===== config.mk =====
export PLATFORM = sky130hd
export DESIGN_NAME = seg7_scan_mux_flat
export DESIGN_NICKNAME = d
export VERILOG_FILES = /design/src/rtl/seg7_scan_mux_if.sv /design/src/rtl/seg7_scan_mux.sv /design/src/flat_wrapper.sv
export SDC_FILE = /design/constraint.sdc
export NUM_CORES = 1
export LEC_CHECK = 0
export CAP_MARGIN = 20
export CORE_ASPECT_RATIO = 1.2
export CORE_MARGIN = 2
export CORE_UTILIZATION = 45
export CTS_CLUSTER_DIAMETER = 40
export DETAILED_ROUTE_END_ITERATION = 8
export GPL_TIMING_DRIVEN = 0
export PLACE_DENSITY = 0.73
export RECOVER_POWER = 100
export SYNTH_ARGS = -nofsm -noshare
export SYNTH_HDL_FRONTEND = slang
export SYNTH_SLANG_ARGS = --single-unit

===== constraint.sdc =====
create_clock -name clk -period 5.18 [get_ports clk]
set_clock_uncertainty 0.2 [all_clocks]
set_input_delay 0.777 -clock clk [delete_from_list [all_inputs] [get_ports clk]]
set_output_delay 0.777 -clock clk [all_outputs]
set_load 0.02 [all_outputs]

===== src/rtl/seg7_scan_mux_if.sv =====
`default_nettype none
// ============================================================================
// Module  : seg7_scan_mux_if
// Brief   : Digit/anode bundle between timekeeping logic and the display scanner.
// Revision: 1.0 - initial release
// ============================================================================
interface seg7_scan_mux_if #(
    parameter int NUM_DIGITS = 8
);
    logic [4*NUM_DIGITS-1:0] digits;
    logic [NUM_DIGITS-1:0]   digit_en;
    logic [NUM_DIGITS-1:0]   dp_in;
    logic                    lz_en;
    logic [NUM_DIGITS-1:0]   an;
    logic [3:0]              digit;
    logic                    dp;
    logic                    frame_tick;

    modport master (
        output digits, digit_en, dp_in, lz_en,
        input  an, digit, dp, frame_tick
    );

    modport slave (
        input  digits, digit_en, dp_in, lz_en,
        output an, digit, dp, frame_tick
    );
endinterface
`default_nettype wire


===== src/rtl/seg7_scan_mux.sv =====
`default_nettype none
// ============================================================================
// Module  : seg7_scan_mux
// Brief   : Time-multiplexed 7-segment digit scanner with blanking guard,
//           per-frame input shadowing and leading-zero suppression.
// Revision: 1.0 - initial release
// ============================================================================
module seg7_scan_mux #(
    parameter int NUM_DIGITS   = 8,
    parameter int REFRESH_DIV  = 100000,
    parameter int BLANK_CYCLES = 1000
) (
    input  wire logic clk,
    input  wire logic rst,
    seg7_scan_mux_if.slave bus
);
    localparam int CNT_W = $clog2(REFRESH_DIV);
    localparam int IDX_W = $clog2(NUM_DIGITS);

    localparam logic [CNT_W-1:0] CNT_LAST  = CNT_W'(REFRESH_DIV - 1);
    localparam logic [CNT_W-1:0] CNT_BLANK = CNT_W'(BLANK_CYCLES);
    localparam logic [IDX_W-1:0] IDX_LAST  = IDX_W'(NUM_DIGITS - 1);

    logic [CNT_W-1:0]        cnt_q, cnt_d;
    logic [IDX_W-1:0]        idx_q, idx_d;
    logic [4*NUM_DIGITS-1:0] dig_sh_q;
    logic [NUM_DIGITS-1:0]   en_sh_q;
    logic [NUM_DIGITS-1:0]   dp_sh_q;
    logic                    lz_sh_q;

    logic [NUM_DIGITS-1:0]   an_q, an_d;
    logic [3:0]              digit_q, digit_d;
    logic                    dp_q, dp_d;
    logic                    tick_q, tick_d;

    logic                    frame_start;
    logic                    in_blank;
    logic                    lit;
    logic [3:0]              cur_digit;
    logic [NUM_DIGITS-1:0]   supp;
    logic                    zero_run;

    assign frame_start = (cnt_q == '0) && (idx_q == '0);
    assign in_blank    = (cnt_q < CNT_BLANK);
    assign cur_digit   = dig_sh_q[{idx_q, 2'b00} +: 4];
    assign lit         = en_sh_q[idx_q] && !supp[idx_q];

    always_comb begin
        cnt_d = cnt_q + 1'b1;
        idx_d = idx_q;
        if (cnt_q == CNT_LAST) begin
            cnt_d = '0;
            idx_d = (idx_q == IDX_LAST) ? '0 : idx_q + 1'b1;
        end
    end

    // A zero run from the top digit down stays suppressed until a non-zero
    // digit or a lit decimal point breaks it; digit 0 is always shown.
    always_comb begin
        supp     = '0;
        zero_run = lz_sh_q;
        for (int i = NUM_DIGITS - 1; i >= 1; i--) begin
            zero_run = zero_run && (dig_sh_q[4*i +: 4] == 4'd0) && !dp_sh_q[i];
            supp[i]  = zero_run;
        end
    end

    always_comb begin
        an_d    = '1;
        dp_d    = 1'b1;
        digit_d = digit_q;
        tick_d  = frame_start;
        if (!in_blank) begin
            digit_d = cur_digit;
            if (lit) begin
                an_d[idx_q] = 1'b0;
                dp_d        = ~dp_sh_q[idx_q];
            end
        end
    end

    always_ff @(posedge clk) begin
        if (rst) begin
            cnt_q    <= '0;
            idx_q    <= '0;
            dig_sh_q <= '0;
            en_sh_q  <= '0;
            dp_sh_q  <= '0;
            lz_sh_q  <= 1'b0;
            an_q     <= '1;
            digit_q  <= 4'd0;
            dp_q     <= 1'b1;
            tick_q   <= 1'b0;
        end else begin
            cnt_q   <= cnt_d;
            idx_q   <= idx_d;
            an_q    <= an_d;
            digit_q <= digit_d;
            dp_q    <= dp_d;
            tick_q  <= tick_d;
            if (frame_start) begin
                dig_sh_q <= bus.digits;
                en_sh_q  <= bus.digit_en;
                dp_sh_q  <= bus.dp_in;
                lz_sh_q  <= bus.lz_en;
            end
        end
    end

    assign bus.an         = an_q;
    assign bus.digit      = digit_q;
    assign bus.dp         = dp_q;
    assign bus.frame_tick = tick_q;
endmodule
`default_nettype wire

===== src/flat_wrapper.sv =====
// flat-port wrapper written by rule: the top's interface ports become plain ports
module seg7_scan_mux_flat 
#(
    parameter int NUM_DIGITS   = 8,
    parameter int REFRESH_DIV  = 100000,
    parameter int BLANK_CYCLES = 1000
)
  (clk, rst, bus_digits, bus_digit_en, bus_dp_in, bus_lz_en, bus_an, bus_digit, bus_dp, bus_frame_tick);
  seg7_scan_mux_if #(.NUM_DIGITS(NUM_DIGITS)) bus_i ();
  input  wire logic clk;
  input  wire logic rst;
  input wire logic [$bits(bus_i.digits)-1:0] bus_digits;
  input wire logic [$bits(bus_i.digit_en)-1:0] bus_digit_en;
  input wire logic [$bits(bus_i.dp_in)-1:0] bus_dp_in;
  input wire logic [$bits(bus_i.lz_en)-1:0] bus_lz_en;
  output wire logic [$bits(bus_i.an)-1:0] bus_an;
  output wire logic [$bits(bus_i.digit)-1:0] bus_digit;
  output wire logic [$bits(bus_i.dp)-1:0] bus_dp;
  output wire logic [$bits(bus_i.frame_tick)-1:0] bus_frame_tick;
  assign bus_i.digits = bus_digits;
  assign bus_i.digit_en = bus_digit_en;
  assign bus_i.dp_in = bus_dp_in;
  assign bus_i.lz_en = bus_lz_en;
  assign bus_an = bus_i.an;
  assign bus_digit = bus_i.digit;
  assign bus_dp = bus_i.dp;
  assign bus_frame_tick = bus_i.frame_tick;
  seg7_scan_mux #(.NUM_DIGITS(NUM_DIGITS), .REFRESH_DIV(REFRESH_DIV), .BLANK_CYCLES(BLANK_CYCLES)) u_core (.clk(clk), .rst(rst), .bus(bus_i));
endmodule

==> run_results.csv <==
group,metric,value,unit
sta,drv_slew,0,
yosys,synth-async-reset-ratio,0,%
drt,first_pass_iters,5,
yosys,ys.flop_type,"dfxtp_1",
setup_path,crit_path_end_kind,"flop",
die,die_h,103,µm
setup_path,worstPathCellList,"nor4_1 > nand2_1 > nor4_1 > or2_1 > clkbuf_1 > clkbuf_1 > nor2_1",
yosys,synth_seq_area_share,45.5,%
setup_path,crit_fanout,10,
yosys,synth_nets,498,
yosys,synthesis.area,3650,µm²
clocking,postCtsSetupRepairBufs,0,
yosys,synthCells,442,
global_routing,grtUsageTotal,21.1,%
layout,final_cell_mix,"122 x nand2_1, 83 x dfxtp_1, 50 x a21oi_1, 49 x clkdlybuf4s50_1, 38 x nor2_1",
drt,drc,0,
setup_path,worstSetupPathType,"reg2reg",
clocking,hold_buffers,0,
setup_path,cp_data_arrival_time,3.09,ns
yosys,ys_types,41,
yosys,ys_seq_elements,83,
clocking,clk_path_buf_depth,2,
sta,period_share,58.8,%
setup_path,cpLargestDelayFamily,"simple AND/OR/NAND/NOR gates",
sta,slew_headroom,39.6,%
global_routing,grt_overflow_total,0,
yosys,synth_enable_flop_cells,0,
pwr,irDropWorstVdd,0.209,mV
sta,finalCriticalPeriod,3.05,ns
run,drv_cap,0,
layout,n_fill_cell,766,
yosys,yosys_warnings,0,
drt,drt_iter0_markers,191,
layout,layout-drive-gt1-share,7.10,%
drt,ant_nets,0,
min_path,worstHoldPathType,"reg2reg",
die,start_util,45.5,%
sta,whs,0.261,ns
clocking,cts.sinks,83,
layout,final_net_count,572,
die,ios,65,
setup_path,cp_slowest_cell,"nor4_1",
drt,finalWirelength,8910,µm
drt,wl_per_cell,14.5,µm
yosys,syn_area_per_cell,8.26,µm²
clocking,cts_resized,0,
clocking,htreeDepth,3,
die,dieArea,8850,µm²
setup_path,critPathMaxStageDelay,0.79,ns
global_routing,antenna_found_initial,0,
clocking,cts_tree,"yes",
outcome,status,"complete, no violations",
pwr,power_density,304,nW/µm²
clocking,cts_root_buf,"clkbuf_8",
die,core-area,8020,µm²
setup_path,critPathRequiredTime,5.22,ns
layout,n_antenna_cell,0,
die,die-width,86.2,µm
sta,rsz0062_at_grt,"false",
global_routing,grt_max_degree,14,
global_routing,grt_pass1_wl,14400,µm
sta,setup_viol,0,
setup_path,worstSetupStartpointType,"flop",
placed_design,portBuffers,63,
global_routing,grt_pass1_vias,3056,
sta,finalHoldViolCount,0,
layout,fin_cells,616,
clocking,path_clk_slew,0.08,ns
placed_design,gp_congestion,0.892,
placed_design,detailed_place_hpwl,6660,µm
pwr,power_leakage,0.00162,µW
sta,worstMarginPinSlew,0.898,ns
sta,tns,0,ns
drt,avgViaCountPerCell,5.33,
layout,synthToLayoutAreaGrowth,25.1,%
clocking,cts_buffers,9,
layout,final_common_cell,"nand2_1",
clocking,clock_latency,0.37,ns
die,row_count,36,
drt,vias,3286,
sta,fmax,328,MHz
placed_design,dp.cells,600,
setup_path,critical_path_buf_inv_count,2,
power by group:
group          switching, µW  internal [µW]  leakage (µW)
registers               30.9            677      0.000679
logic                   98.9           90.7      0.000843
clock network            230            262      0.000102
total                    359           1030       0.00162
synthesized netlist by cell type (all sizes together) (3+ instances only):
library cell / number / area (µm²)
xor2: 3 / 26.3
nor4: 11 / 98.8
mux2i: 5 / 50.1
nand2: 122 / 458
xnor2: 12 / 105
nand3: 7 / 35.0
a31oi: 3 / 18.8
buf: 14 / 83.8
a311oi: 3 / 26.3
mux2: 4 / 45.0
a21oi: 50 / 250
nor2: 38 / 143
dfxtp: 83 / 1660
and2: 3 / 18.8
nor3: 11 / 60.1
inv: 12 / 45.0
mux4: 7 / 158
nand4: 11 / 68.8
clkbuf: 15 / 56.3
ha: 5 / 62.6
o21ai: 4 / 20.0
layout make-up:
class	instances	area, µm²	share of cell area, %
Tap cell	95	119	2.60
Timing Repair Buffer	63	631	13.8
Multi-Input combinational cell	318	1770	38.7
Clock inverter	3	45.0	0.987
Buffer	29	126	2.77
Inverter	12	45.0	0.987
Sequential cell	83	1660	36.4
Clock buffer	13	169	3.70
state kept, by name (all words and copies together) (netlist names), 3 cells and up:
signal and cells:
u_core.bus.digit 4, u_core.dp_sh_q 8, u_core.dig_sh_q 32, u_core.idx_q 3
u_core.bus.an 8, u_core.cnt_q 17, u_core.en_sh_q 8
logic make-up after synthesis:
family | share of synthesized area, %
AOI/OAI and AO/OA | 11.3
xor gates and xnor gates | 3.60
adders and majority gates | 1.71
buffers and inverters | 5.07
DFF | 45.5
muxes | 6.92
and+or+nand+nor | 25.8
metal layers:
layer | share of wire, % | wire length (µm) | up-vias | GRT usage, %
met3 | 7.0 | 623 | 30 | 6.33
met2 | 46 | 4080 | 126 | 33.7
met5 | 0 | 0 | - | 0
li1 | - | - | 1647 | -
met4 | 3.9 | 346 | 0 | 10.6
met1 | 43 | 3860 | 1483 | 26.0
stage by stage:
| step | utilization (%) | instance area (µm²) | setup WS (ns) | power, µW |
|---|---|---|---|---|
| after floorplan | - | 3650 | 3.20 | 832 |
| after global placement | 54.9 | 4400 | 2.83 | 909 |
| after detailed placement | 54.9 | 4400 | 2.81 | 914 |
| after CTS | 57.5 | 4610 | 2.77 | 1400 |
| after global routing | 56.9 | 4560 | 1.87 | 1460 |
| final | 56.9 | 4560 | 2.13 | 1390 |
worst paths after layout:
| kind | from | end | slack (ns) | cells after the start |
|---|---|---|---|---|
| worst max-delay path | u_core.cnt_q[11]$_SDFF_PP0_ | u_core.cnt_q[12]$_SDFF_PP0_ | 2.13 | 7 |
| worst min-delay path | u_core.cnt_q[0]$_SDFF_PP0_ | u_core.cnt_q[0]$_SDFF_PP0_ | 0.26 | 1 |
| worst max register to register | u_core.cnt_q[11]$_SDFF_PP0_ | u_core.cnt_q[12]$_SDFF_PP0_ | 2.13 | 7 |
| worst min register to register | u_core.cnt_q[0]$_SDFF_PP0_ | u_core.cnt_q[0]$_SDFF_PP0_ | 0.26 | 1 |
No activity file was read; power rests on OpenSTA's default activity.
